$ cat config.mk
export PLATFORM = sky130hd
export DESIGN_NAME = multiply_add
export DESIGN_NICKNAME = d
export VERILOG_FILES = /design/src/rtl/multiply_add.sv
export SDC_FILE = /design/constraint.sdc
export NUM_CORES = 1
export LEC_CHECK = 0
export ABC_CLOCK_PERIOD_IN_PS = 3100
export BUFFER_PORTS_ARGS = -buffer_cell sky130_fd_sc_hd__buf_2
export CAP_MARGIN = 20
export CORE_ASPECT_RATIO = 2
export CORE_MARGIN = 3
export CORE_UTILIZATION = 48
export DETAILED_ROUTE_END_ITERATION = 12
export PLACE_DENSITY = 0.64
export SLEW_MARGIN = 10
export SYNTH_ARGS = -nofsm -noshare
export SYNTH_HDL_FRONTEND = slang
export SYNTH_SLANG_ARGS = --single-unit
$ cat constraint.sdc
create_clock -name clk -period 3.1 [get_ports clk]
set_input_delay 0.465 -clock clk [delete_from_list [all_inputs] [get_ports clk]]
set_output_delay 0.465 -clock clk [all_outputs]
set_load 0.02 [all_outputs]
$ cat src/rtl/multiply_add.sv
// multiply_add: sequential shift-add multiplier-accumulator, result = a*b + c, one multiplier bit per clock
module multiply_add #(
    parameter int WIDTH = 8
) (
    input  logic               clk,
    input  logic               rst,
    input  logic               start,
    input  logic [WIDTH-1:0]   a,
    input  logic [WIDTH-1:0]   b,
    input  logic [WIDTH-1:0]   c,
    output logic [2*WIDTH-1:0] result,
    output logic               busy,
    output logic               done
);
    localparam int CW = $clog2(WIDTH + 1);
    typedef enum logic {IDLE, RUN} state_t;
    state_t             state;
    logic [2*WIDTH-1:0] acc;
    logic [2*WIDTH-1:0] mc;
    logic [2*WIDTH-1:0] sum;
    logic [WIDTH-1:0]   mp;
    logic [CW-1:0]      cnt;
    // accumulator value after this iteration's conditional add
    always_comb sum = mp[0] ? acc + mc : acc;
    // handshake FSM and shift-add datapath; last iteration commits sum straight to result
    always_ff @(posedge clk) begin
        if (rst) begin
            state  <= IDLE;
            acc    <= '0;
            mc     <= '0;
            mp     <= '0;
            cnt    <= '0;
            result <= '0;
            busy   <= 1'b0;
            done   <= 1'b0;
        end else if (state == IDLE) begin
            done <= 1'b0;
            if (start) begin
                acc   <= {{WIDTH{1'b0}}, c};
                mc    <= {{WIDTH{1'b0}}, a};
                mp    <= b;
                cnt   <= '0;
                busy  <= 1'b1;
                state <= RUN;
            end
        end else begin
            acc <= sum;
            mc  <= mc << 1;
            mp  <= mp >> 1;
            cnt <= cnt + 1'b1;
            if (cnt == CW'(WIDTH - 1)) begin
                result <= sum;
                done   <= 1'b1;
                busy   <= 1'b0;
                state  <= IDLE;
            end
        end
    end
endmodule

==> results of run 1 <==
## worst max path at each step
| stage | from | end | slack (ns) | cells past startpoint |
|---|---|---|---|---|
| floorplan | acc[0]$_SDFFE_PP0P_ | result[14]$_SDFFE_PP0P_ | 0.76 | 8 |
| global placement | acc[0]$_SDFFE_PP0P_ | result[14]$_SDFFE_PP0P_ | 0.61 | 8 |
| detailed placement | acc[0]$_SDFFE_PP0P_ | result[14]$_SDFFE_PP0P_ | 0.58 | 8 |
| CTS | acc[0]$_SDFFE_PP0P_ | result[14]$_SDFFE_PP0P_ | 0.53 | 8 |
| global route | acc[0]$_SDFFE_PP0P_ | result[14]$_SDFFE_PP0P_ | 0.36 | 8 |
| finish | acc[0]$_SDFFE_PP0P_ | result[14]$_SDFFE_PP0P_ | 0.53 | 8 |
## cells by family after synthesis
group / count (synthesis) / share of synthesized area
and+or+nand+nor: 124 / 0.177
AOI/OAI and AO/OA: 108 / 0.216
DFF: 63 / 0.377
buffers and inverters: 32 / 0.0359
muxes: 31 / 0.0936
adders and majority gates: 17 / 0.0659
xor gates and xnor gates: 13 / 0.0341
## state kept, by name, summed over array words and instances (netlist names)
signal	count
busy	1
cnt	4
mc	16
state	1
acc	16
mp	8
result	16
done	1
## metrics by stage
| step | power (mW) | hold slack [ns] |
|---|---|---|
| global route | 2.03 | 0.456 |
| CTS | 1.98 | 0.421 |
| detailed placement | 1.09 | 0.477 |
| floorplan | 1.03 | 0.454 |
| finish | 1.97 | 0.421 |
| global placement | 1.09 | 0.470 |
## power by group
part,internal [mW],switching (mW)
registers,0.838,0.0288
logic,0.0887,0.123
clock network,0.556,0.331
## final cells by class
class | instances | area (um2) | area share
Clock buffer | 14 | 254 | 0.0653
Tap cell | 88 | 110 | 0.0283
Multi-Input combinational cell | 293 | 1960 | 0.504
Sequential cell | 63 | 1260 | 0.325
Inverter | 4 | 15.0 | 0.00386
Clock inverter | 1 | 5.00 | 0.00129
Timing Repair Buffer | 52 | 280 | 0.0721
## metal layers
| metal | routed length (um) | vias up | part of all wire | global-route usage |
|---|---|---|---|---|
| met3 | 269 | 28 | 0.033 | 0.0551 |
| met2 | 4450 | 55 | 0.54 | 0.405 |
| met4 | 328 | 0 | 0.040 | 0.128 |
| li1 | - | 1487 | - | - |
| met5 | 0 | - | 0 | 0 |
| met1 | 3200 | 1337 | 0.39 | 0.237 |
## tightest hold or removal path: cells and delay by family
| kind | cells | cell delay [ns] |
|---|---|---|
| buffers and inverters | 1 | 0.07 |
| AND/OR/NAND/NOR | 1 | 0.11 |
| multiplexers | 1 | 0.05 |
## cells in the mapped netlist (all sizes together) (2+ instances only)
cell | n | area, um2
a211oi | 24 | 185
a21o | 6 | 45.0
a21oi | 42 | 210
a221oi | 2 | 30.0
a22oi | 3 | 22.5
a311oi | 4 | 35.0
a41oi | 2 | 17.5
and2 | 2 | 12.5
buf | 10 | 37.5
clkbuf | 18 | 67.6
dfxtp | 63 | 1260
ha | 16 | 200
inv | 4 | 15.0
mux2 | 2 | 22.5
mux2i | 29 | 290
nand2 | 13 | 48.8
nand2b | 5 | 31.3
nand3 | 5 | 25.0
nand4b | 4 | 35.0
nor2 | 67 | 251
nor2b | 5 | 31.3
nor3 | 7 | 35.0
nor3b | 9 | 67.6
o2111ai | 3 | 26.3
o211ai | 2 | 15.0
o21ai | 7 | 35.0
o22ai | 2 | 12.5
o31ai | 3 | 22.5
xnor2 | 7 | 61.3
xor2 | 6 | 52.6
==> out/metrics.yaml, run 1 <==
placement:
  dp_hpwl_um: 6140
  port_buffers: 44
  placed_area_um2: 3630
  dp_cells: 500
  place_congestion: 0.923
  dpl_worst_slack_ns: 0.579
min_path:
  hold_path_class: "in -> reg"
  hold_start: "b[7]"
  hold_depth: 3
  hold_end: "mp[7]$_SDFFE_PP0P_"
cts:
  path_clk_slew_ns: 0.05
  cts_tree: "yes"
  htreeDepth: 3
  clk_latency_ns: 0.33
  cts_sinks: 63
  postCtsSetupRepairBufs: 0
  cts.path.max_buffers: 2
  cts_buffers: 9
  cts_root_buf: "clkbuf_16"
  cts_resized: 0
  hold_buffers: 0
final_layout:
  nets: 467
  diodes: 0
  final_area_um2: 3890
  layout_commonest_cell: "nor2_1"
  final_cell_mix: "nor2_1, dfxtp_1, buf_2, a21oi_1, mux2i_1"
  nFillCells: 632
  fin_cells: 515
  area_delta_synth_final_pct: 16.3
  drive_gt1_frac: 0.166
  utilization: 0.582
critical_path:
  cp_data_arrival_time_ns: 2.77
  cp.required_ns: 3.30
  crit_top_cell: "a221oi_2"
  critPathKind: "reg -> reg"
  cp_top_family: "compound AO/OA/AOI/OAI gates"
  rrSetupSlack_ns: 0.53
  r2r_end: "result[14]$_SDFFE_PP0P_"
  critical_path_buf_inv_count: 0
  max_stage_delay_ns: 0.41
  crit_chain: "ha_1 -> fa_1 -> a21o_1 -> a221oi_2 -> o2111ai_1 -> a221oi_2 -> mux2i_1 -> a211oi_2"
  crit_path_max_fanout: 4
  endpoint_kind: "flip-flop"
  start_kind: "flip-flop"
  reg2regPathDepth: 8
  r2r-start: "acc[0]$_SDFFE_PP0P_"
  critPathSlowestCell: "fa_1"
logic_synthesis:
  avgSynthCellArea_um2: 8.61
  synth_fp_nets: 432
  async_reset_ff_frac: 0
  ys_seq_elements: 63
  synth_edf_count: 0
  synth_ff_type: "dfxtp_1"
  synthDistinctLibCells: 48
  ys_warn_count: 0
  syn-cell-area_um2: 3340
  synth-seq-area-share: 0.377
  postSynthCellCount: 388
flow_run:
  drv_cap: 0
grt:
  overflow: 0
  grt_usage: 0.226
  grt_max_degree: 51
  grt_pass1_wl_um: 13800
  grt_pass1_vias: 2871
  antenna_found_initial: 0
routing:
  num_vias: 2907
  wl_um: 8250
  post-route-drc-count: 0
  routed_via_density: 5.64
  wire_per_inst_um: 16.0
  firstDrtPassIters: 4
  drtIter0Drc: 236
  ant_nets: 0
sta:
  setup_viol: 0
  worst_slew_pin_slew_ns: 0.780
  slew_viol_final: 0
  tns_ns: 0
  min_period_ns: 2.57
  fin_worst_skew_ns: 0.00576
  rsz0062_at_grt: "no"
  fmax_mhz: 389
  setup_slack_ns: 0.532
  finalCritPeriodShare: 0.828
  final_hold_viol_count: 0
  slew_headroom: 0.480
power:
  ir_drop_mv: 0.455
  power_density_nw_per_um2: 506
  p_leak_nw: 1.65
die:
  die_y_um: 124
  rows: 42
  start_util: 0.501
  io_pins: 45
  dieArea_um2: 8060
  die_w_um: 65
  placeableCoreArea_um2: 6670
outcome:
  outcome: "finished, final reports clean"
(Power assumes the default switching activity.)
==> inputs of run 2 (changes only) <==
--- a/config.mk
+++ b/config.mk
@@ -5,14 +5,14 @@
 export SDC_FILE = /design/constraint.sdc
 export NUM_CORES = 1
 export LEC_CHECK = 0
-export ABC_CLOCK_PERIOD_IN_PS = 3100
+export ABC_CLOCK_PERIOD_IN_PS = 2290
 export BUFFER_PORTS_ARGS = -buffer_cell sky130_fd_sc_hd__buf_2
 export CAP_MARGIN = 20
 export CORE_ASPECT_RATIO = 2
 export CORE_MARGIN = 3
 export CORE_UTILIZATION = 48
 export DETAILED_ROUTE_END_ITERATION = 12
-export PLACE_DENSITY = 0.64
+export PLACE_DENSITY = 0.67
 export SLEW_MARGIN = 10
 export SYNTH_ARGS = -nofsm -noshare
 export SYNTH_HDL_FRONTEND = slang
==> constraint.sdc (replaced) <==
create_clock -name clk -period 2.29 [get_ports clk]
set_input_delay 0.3435 -clock clk [delete_from_list [all_inputs] [get_ports clk]]
set_output_delay 0.3435 -clock clk [all_outputs]
set_load 0.02 [all_outputs]
==> run 2 against run 1 <==
  * Sequential power increased by 35%
  * Setup slack got worse by 0.52 ns
  * Register-to-register slack got worse by 0.52 ns
  * Cell area increased by 7.7%
  * Clock skew decreased by 0.0021 ns
  * Sequential share of layout area decreased by 2.3 points
  * Critical path type unchanged
  * Critical endpoint unchanged
  * Highest routed layer unchanged
==> out/metrics.yaml, run 2 (synthesized netlist as in run 1, its figures left out) <==
critical_path:
  critical_path_buf_inv_count: 0  # unchanged
  cp.required_ns: 2.49  # -0.81 ns
  max_stage_delay_ns: 0.34  # -0.07 ns
  endpoint_kind: "flip-flop"
  crit_path_max_fanout: 3  # -1
  cp_data_arrival_time_ns: 2.47  # -0.30 ns
  critPathKind: "reg -> reg"
  start_kind: "flip-flop"
  cp_top_family: "compound AO/OA/AOI/OAI gates"
  crit_top_cell: "a221oi_4"
  critPathSlowestCell: "fa_2"
  crit_chain: "ha_4 -> fa_2 -> a21o_1 -> a221oi_4 -> o2111ai_2 -> a221oi_4 -> mux2i_1 -> a211oi_2"
cts:
  cts_tree: "yes"
  cts.path.max_buffers: 2  # unchanged
  clk_latency_ns: 0.33  # about the same
  cts_sinks: 63  # unchanged
  cts_root_buf: "clkbuf_16"
  hold_buffers: 0  # unchanged
  cts_buffers: 9  # unchanged
  path_clk_slew_ns: 0.05  # about the same
  htreeDepth: 3  # unchanged
routing:
  wl_um: 8720  # +5.6%
  num_vias: 3049  # +4.9%
  routed_via_density: 5.72  # +1.3%
  drtIter0Drc: 198  # -16%
  firstDrtPassIters: 4  # unchanged
  post-route-drc-count: 0  # unchanged
  wire_per_inst_um: 16.4  # +2.1%
  ant_nets: 0  # unchanged
grt:
  antenna_found_initial: 0  # unchanged
  grt_pass1_vias: 2964  # +3.2%
  grt_max_degree: 62  # +22%
  grt_usage: 0.232  # +0.00594
  grt_pass1_wl_um: 14000  # +1.7%
  overflow: 0  # unchanged
final_layout:
  layout_commonest_cell: "nor2_1"
  final_area_um2: 4190  # +7.7%
  nets: 486  # +4.1%
  area_delta_synth_final_pct: 25.3
  fin_cells: 533  # +3.5%
  final_cell_mix: "nor2_1, dfxtp_1, buf_2, a21oi_1, mux2i_1"
  reg_top3: "acc x16, mc x16, result x16"
  diodes: 0  # unchanged
  drive_gt1_frac: 0.245  # +0.0787
sta:
  worst_slew_pin_slew_ns: 0.564  # -0.216 ns
  final_hold_viol_count: 0  # unchanged
  fin_worst_skew_ns: 0.00370  # -0.00206 ns
  rsz0062_at_grt: "yes"
  fmax_mhz: 440  # +13%
  min_period_ns: 2.27  # -0.295 ns
  holdWs_ns: 0.317  # -0.105 ns
  finalCritPeriodShare: 0.993  # +0.164
  slew_headroom: 0.624  # +0.144
  setup_viol: 0  # unchanged
  slew_viol_final: 0  # unchanged
power:
  ir_drop_mv: 0.507  # +12%
  p_sw_mw: 0.660  # +37%
  clkPwrFrac: 0.460  # +0.009
  swShare: 0.238  # -0.00778
  combPwrFrac: 0.118  # +0.010
  power_density_nw_per_um2: 663  # +31%
  power_mw: 2.78  # +41%
  power.internal_mw: 2.12  # +43%
  power_frac_seq: 0.422  # -0.019
  p_leak_nw: 1.76  # +6.8%
die:
  rows: 42  # unchanged
  die_w_um: 65  # unchanged
  die_y_um: 124  # unchanged
  placeableCoreArea_um2: 6670  # unchanged
  dieArea_um2: 8060  # unchanged
  start_util: 0.501  # unchanged
  io_pins: 45  # unchanged
min_path:
  hold_path_class: "in -> reg"
placement:
  port_buffers: 44  # unchanged
  place_congestion: 0.998  # +8.1%
  dp_hpwl_um: 6280  # +2.3%
  dp_cells: 513  # +2.6%
  placed_area_um2: 3740  # +3.2%
flow_run:
  drv_cap: 0  # unchanged
outcome:
  outcome: "finished, final reports clean"
-- run 2: cell types whose count changed in the layout (fill, tap and decap cells not counted), moves of 3 or more --
cell      before  now
buf_4          8   26
clkbuf_1       4    1
clkbuf_8       1    4
ha_1          16   12
-- run 2: worst paths after layout --
| path | slack [ns] | cells past startpoint | startpoint | end |
|---|---|---|---|---|
| hold reg to reg | 0.49 | 2 | mp[6]$_SDFFE_PP0P_ | mp[5]$_SDFFE_PP0P_ |
| setup / recovery | 0.02 | 8 | mc[0]$_SDFFE_PP0P_ | result[14]$_SDFFE_PP0P_ |
| hold / removal | 0.32 | 3 | a[0] | mc[0]$_SDFFE_PP0P_ |
| setup reg to reg | 0.02 | 8 | mc[0]$_SDFFE_PP0P_ | result[14]$_SDFFE_PP0P_ |
-- run 2: tightest hold or removal path: stages --
cell and delay (ns):
buf_2 0.08, mux2i_1 0.06, nor3_1 0.12
-- run 2: what timing repair did --
| item | CTS | global route |
|---|---|---|
| buffers inserted | 2 | 4 |
| setup endpoints to repair | 7 | 15 |
| pin swaps | 3 | 8 |
| endpoints found under the hold margin | 0 | 0 |
| gates resized for setup | 3 | 18 |
-- run 2: stage by stage --
step / worst slack [ns] / utilization / TNS [ns]
global route: -0.131 / 0.627 / -0.503
floorplan: 0.0279 / - / 0
global placement: -0.100 / 0.561 / -0.100
CTS: 0.00101 / 0.609 / 0
detailed placement: -0.158 / 0.561 / -0.323
finish: 0.0171 / 0.627 / 0
-- run 2: final cells by class --
cell class | instances | area [um2]
Clock buffer | 14 | 284
Fill cell | 601 | 2490
Inverter | 4 | 15.0
Multi-Input combinational cell | 293 | 2080
Sequential cell | 63 | 1260
Tap cell | 88 | 110
Timing Repair Buffer | 71 | 435
-- run 2: power groups by stage --
stage / clock network [mW] / logic, mW / registers (mW)
6_report: 1.28 / 0.326 / 1.17
5_1_grt: 1.36 / 0.367 / 1.18
4_1_cts: 1.30 / 0.312 / 1.17
3_5_place_dp: 0 / 0.305 / 1.19
3_3_place_gp: 0 / 0.300 / 1.19
2_1_floorplan: 0 / 0.219 / 1.18
-- run 2: metal layers --
layer  share of wire  GRT usage  vias to the layer above
li1                -          -                     1521
met1            0.37      0.229                     1398
met2            0.52      0.409                       95
met3           0.046     0.0641                       35
met4           0.067      0.168                        0
met5               0          0                        -
==> inputs of run 3 (changes only) <==
--- a/config.mk
+++ b/config.mk
@@ -5,6 +5,7 @@
 export SDC_FILE = /design/constraint.sdc
 export NUM_CORES = 1
 export LEC_CHECK = 0
+export ABC_AREA = 1
 export ABC_CLOCK_PERIOD_IN_PS = 2290
 export BUFFER_PORTS_ARGS = -buffer_cell sky130_fd_sc_hd__buf_2
 export CAP_MARGIN = 20
@@ -12,6 +13,7 @@
 export CORE_MARGIN = 3
 export CORE_UTILIZATION = 48
 export DETAILED_ROUTE_END_ITERATION = 12
+export HOLD_SLACK_MARGIN = 0.1
 export PLACE_DENSITY = 0.67
 export SLEW_MARGIN = 10
 export SYNTH_ARGS = -nofsm -noshare
==> run 3 against run 2 <==
  * Register-to-register slack improved by 0.43 ns
  * Via count is 10% higher
  * Synthesized area grew 4.3%
  * Cell area down 3.3%
  * Utilization down 4.9 points
  * Combinational power fell by 8.9%
  * Flip-flop and latch count unchanged
  * Clock skew rose by 0.0015 ns
  * Wire length up 0.16%
  * Sequential power about the same
  * Non-clock buffer count fell by 21
  * Cell count rose by 21%
  * Highest routed layer unchanged
==> out/metrics.yaml, run 3 <==
critical_path:
  r2r-start: "mc[0]$_SDFFE_PP0P_"
  start_kind: "flip-flop"
  worstSetupStartpoint: "mc[0]$_SDFFE_PP0P_"
  r2r_end: "acc[14]$_SDFFE_PP0P_"
  cp.required_ns: 2.51  # +0.02 ns
  cp_data_arrival_time_ns: 2.06  # -0.41 ns
  rrSetupSlack_ns: 0.45  # +0.43 ns
  crit_path_max_fanout: 3  # unchanged
  reg2regPathDepth: 12  # +4
  endpoint_kind: "flip-flop"
  critPathKind: "reg -> reg"
routing:
  highest_layer: "met4"
  wire_per_inst_um: 13.5  # -17%
  met1_length_um: 3400  # +6.7%
  ant_nets: 0  # unchanged
  drtIter0Drc: 185  # -6.6%
  num_vias: 3368  # +10%
  routed_via_density: 5.22  # -8.7%
  wl_um: 8730  # +0.16%
  post-route-drc-count: 0  # unchanged
  route.met3.wl_um: 316  # -22%
  wl_met2_um: 4790  # +5.4%
  firstDrtPassIters: 4  # unchanged
logic_synthesis:
  avgSynthCellArea_um2: 6.88  # -20%
  muxShareOfSynthArea: 0  # -0.0936
  synth-compound-area-share: 0.120  # -0.0966
  synth_top_area_frac: 0.362  # -0.0157
  synthDistinctLibCells: 35  # -27%
  synth-seq-area-share: 0.362  # -0.0157
  ys_warn_count: 0  # unchanged
  synth_edf_count: 0  # unchanged
  synth.top_cells.by_count: "nand2_1, inv_1, dfxtp_1"
  synthAdderAreaFrac: 0.0632  # -0.00274
  postSynthCellCount: 507  # +31%
  syn-cell-area_um2: 3490  # +4.3%
  ys_seq_elements: 63  # unchanged
  synthTopCellsByArea: "dfxtp_1, nand2_1, nand3_1, inv_1, ha_1"
  synth_area_leader_cell: "dfxtp_1"
  async_reset_ff_frac: 0  # unchanged
  synth_top_family_by_area: "simple AND/OR/NAND/NOR gates"
  synth_ff_type: "dfxtp_1"
  synth_fp_nets: 551  # +28%
  synthSimpleGateAreaFrac: 0.338  # +0.162
  yosysMostFrequentCell: "nand2_1"
  yosys.area_share.xor_xnor: 0.0126  # -0.0215
cts:
  postCtsSetupRepairBufs: 0  # -2
  cts_resized: 0  # -3
  cts.path.max_buffers: 2  # unchanged
  path_clk_slew_ns: 0.05  # about the same
  cts_sinks: 63  # unchanged
  hold_buffers: 0  # unchanged
  cts_tree: "yes"
  cts_buffers: 9  # unchanged
  htreeDepth: 3  # unchanged
  clk_latency_ns: 0.33  # about the same
  cts_root_buf: "clkbuf_16"
final_layout:
  reg_top3: "acc x16, mc x16, result x16"
  nets: 595  # +22%
  multi_input_area_um2: 1860  # -10%
  drive_gt1_frac: 0.157  # -0.0882
  fin_cells: 645  # +21%
  area_delta_synth_final_pct: 16.1
  layout_commonest_cell: "nand2_1"
  diodes: 0  # unchanged
  nFillCells: 704  # +17%
  seqCellArea_um2: 1260  # -0.30%
  final_cell_mix: "nand2_1, inv_1, dfxtp_1, nand3_1, buf_2"
placement:
  dp_cells: 630  # +23%
  port_buffers: 44  # unchanged
  place_congestion: 0.915  # -8.3%
  dpl_worst_slack_ns: 0.451  # +0.609 ns
  dp_hpwl_um: 6490  # +3.3%
sta:
  tns_ns: 0  # unchanged
  worst_slew_pin_slew_ns: 0.462  # -0.102 ns
  min_period_ns: 1.84  # -0.430 ns
  setup_slack_ns: 0.447  # +0.430 ns
  fmax_mhz: 543  # +23%
  slew_headroom: 0.692  # +0.0683
  rsz0062_at_grt: "no"
  slew_viol_final: 0  # unchanged
  fin_worst_skew_ns: 0.00520  # +0.00150 ns
  finalCritPeriodShare: 0.805  # -0.188
  final_hold_viol_count: 0  # unchanged
  setup_viol: 0  # unchanged
outcome:
  outcome: "finished, final reports clean"
power:
  power_density_nw_per_um2: 677  # +2.1%
  ir_drop_mv: 0.433  # -15%
  power_frac_seq: 0.424  # +0.002
  power_mw: 2.74  # -1.3%
  clkPwrFrac: 0.467  # +0.007
  p_sw_mw: 0.686  # +3.9%
  power.internal_mw: 2.05  # -3.0%
  p_leak_nw: 2.15  # +22%
  swShare: 0.250  # +0.0127
  combPwrFrac: 0.108  # -0.010
flow_run:
  drv_cap: 0  # unchanged
min_path:
  hold_path_class: "in -> reg"
  hold_end: "mc[0]$_SDFFE_PP0P_"
  hold_depth: 3  # unchanged
  hold_start: "a[0]"
grt:
  grt_pass1_vias: 3236  # +9.2%
  grt_pass1_wl_um: 14700  # +5.2%
  antenna_found_initial: 0  # unchanged
  overflow: 0  # unchanged
  grt_max_degree: 42  # -32%
  grt_usage: 0.225  # -0.00710
die:
  die_w_um: 66.3  # +2.0%
  dieArea_um2: 8390  # +4.0%
  rows: 43  # +2.4%
  die_y_um: 127  # +2.0%
  io_pins: 45  # unchanged
  start_util: 0.499  # -0.00218
  placeableCoreArea_um2: 6990  # +4.8%
==> run 3: cell types whose count changed in the layout (fill, tap and decap cells not counted), sizes merged, moves of 18 or more <==
cell	before	now
a211oi	24	1
a21oi	42	10
buf	71	50
inv	4	70
mux2i	29	0
nand2	13	184
nand3	5	49
nor2	67	18
o21ai	7	25
==> run 3: stage by stage <==
stage               hold WS (ns)  instance area (um2)   util
global placement           0.433                 3760  0.538
floorplan                  0.413                 3490      -
finish                     0.274                 4050  0.579
global route               0.304                 4050  0.579
CTS                        0.268                 4050  0.579
detailed placement         0.437                 3760  0.538
==> run 3: how the worst max path moves through the flow <==
stage	to	cells past startpoint
after detailed placement	result[14]$_SDFFE_PP0P_	12
after floorplan	acc[8]$_SDFFE_PP0P_	11
after CTS	acc[14]$_SDFFE_PP0P_	12
after global placement	result[14]$_SDFFE_PP0P_	12
final	acc[14]$_SDFFE_PP0P_	12
after global routing	acc[14]$_SDFFE_PP0P_	12
==> run 3: kinds of logic (layout without fill, tap and decap cells) <==
| logic type | Yosys count | count (layout) |
|---|---|---|
| and+or+nand+nor | 271 | 271 |
| buffers and inverters | 87 | 135 |
| adders and majority gates | 17 | 17 |
| AOI/OAI and AO/OA | 64 | 64 |
| xor gates and xnor gates | 5 | 5 |
| DFF | 63 | 63 |
==> run 3: power groups by stage <==
stage               logic, mW  registers [mW]  clock network, mW
global route            0.341            1.17               1.33
detailed placement      0.299            1.19                  0
global placement        0.294            1.19                  0
finish                  0.297            1.16               1.28
floorplan               0.219            1.18                  0
CTS                     0.299            1.16               1.29
==> run 3: routing by layer <==
metal  up-vias  GRT usage
li1       1723          -
met1      1554      0.240
met2        73      0.416
met3        18     0.0407
met4         0     0.0946
met5         -          0
==> run 3: critical path: stages (launching register included) <==
cell      delay (ns)
dfxtp_1         0.33
ha_1            0.22
fa_1            0.41
nand2_1         0.09
nand2_1         0.07
nand3b_1        0.10
nand2_1         0.09
nand2_1         0.10
nand2_1         0.06
nand2_1         0.06
nand3_1         0.08
nand3_1         0.08
nand2_1         0.05
==> run 3: cell type report <==
cell class / count / share of cell area
multi-input cells: 357 / 0.460
clock inverters: 3 / 0.00433
inverters: 70 / 0.0649
clock buffers: 12 / 0.0658
well taps: 90 / 0.0278
flip-flops and latches: 63 / 0.312
repair buffers: 50 / 0.0655
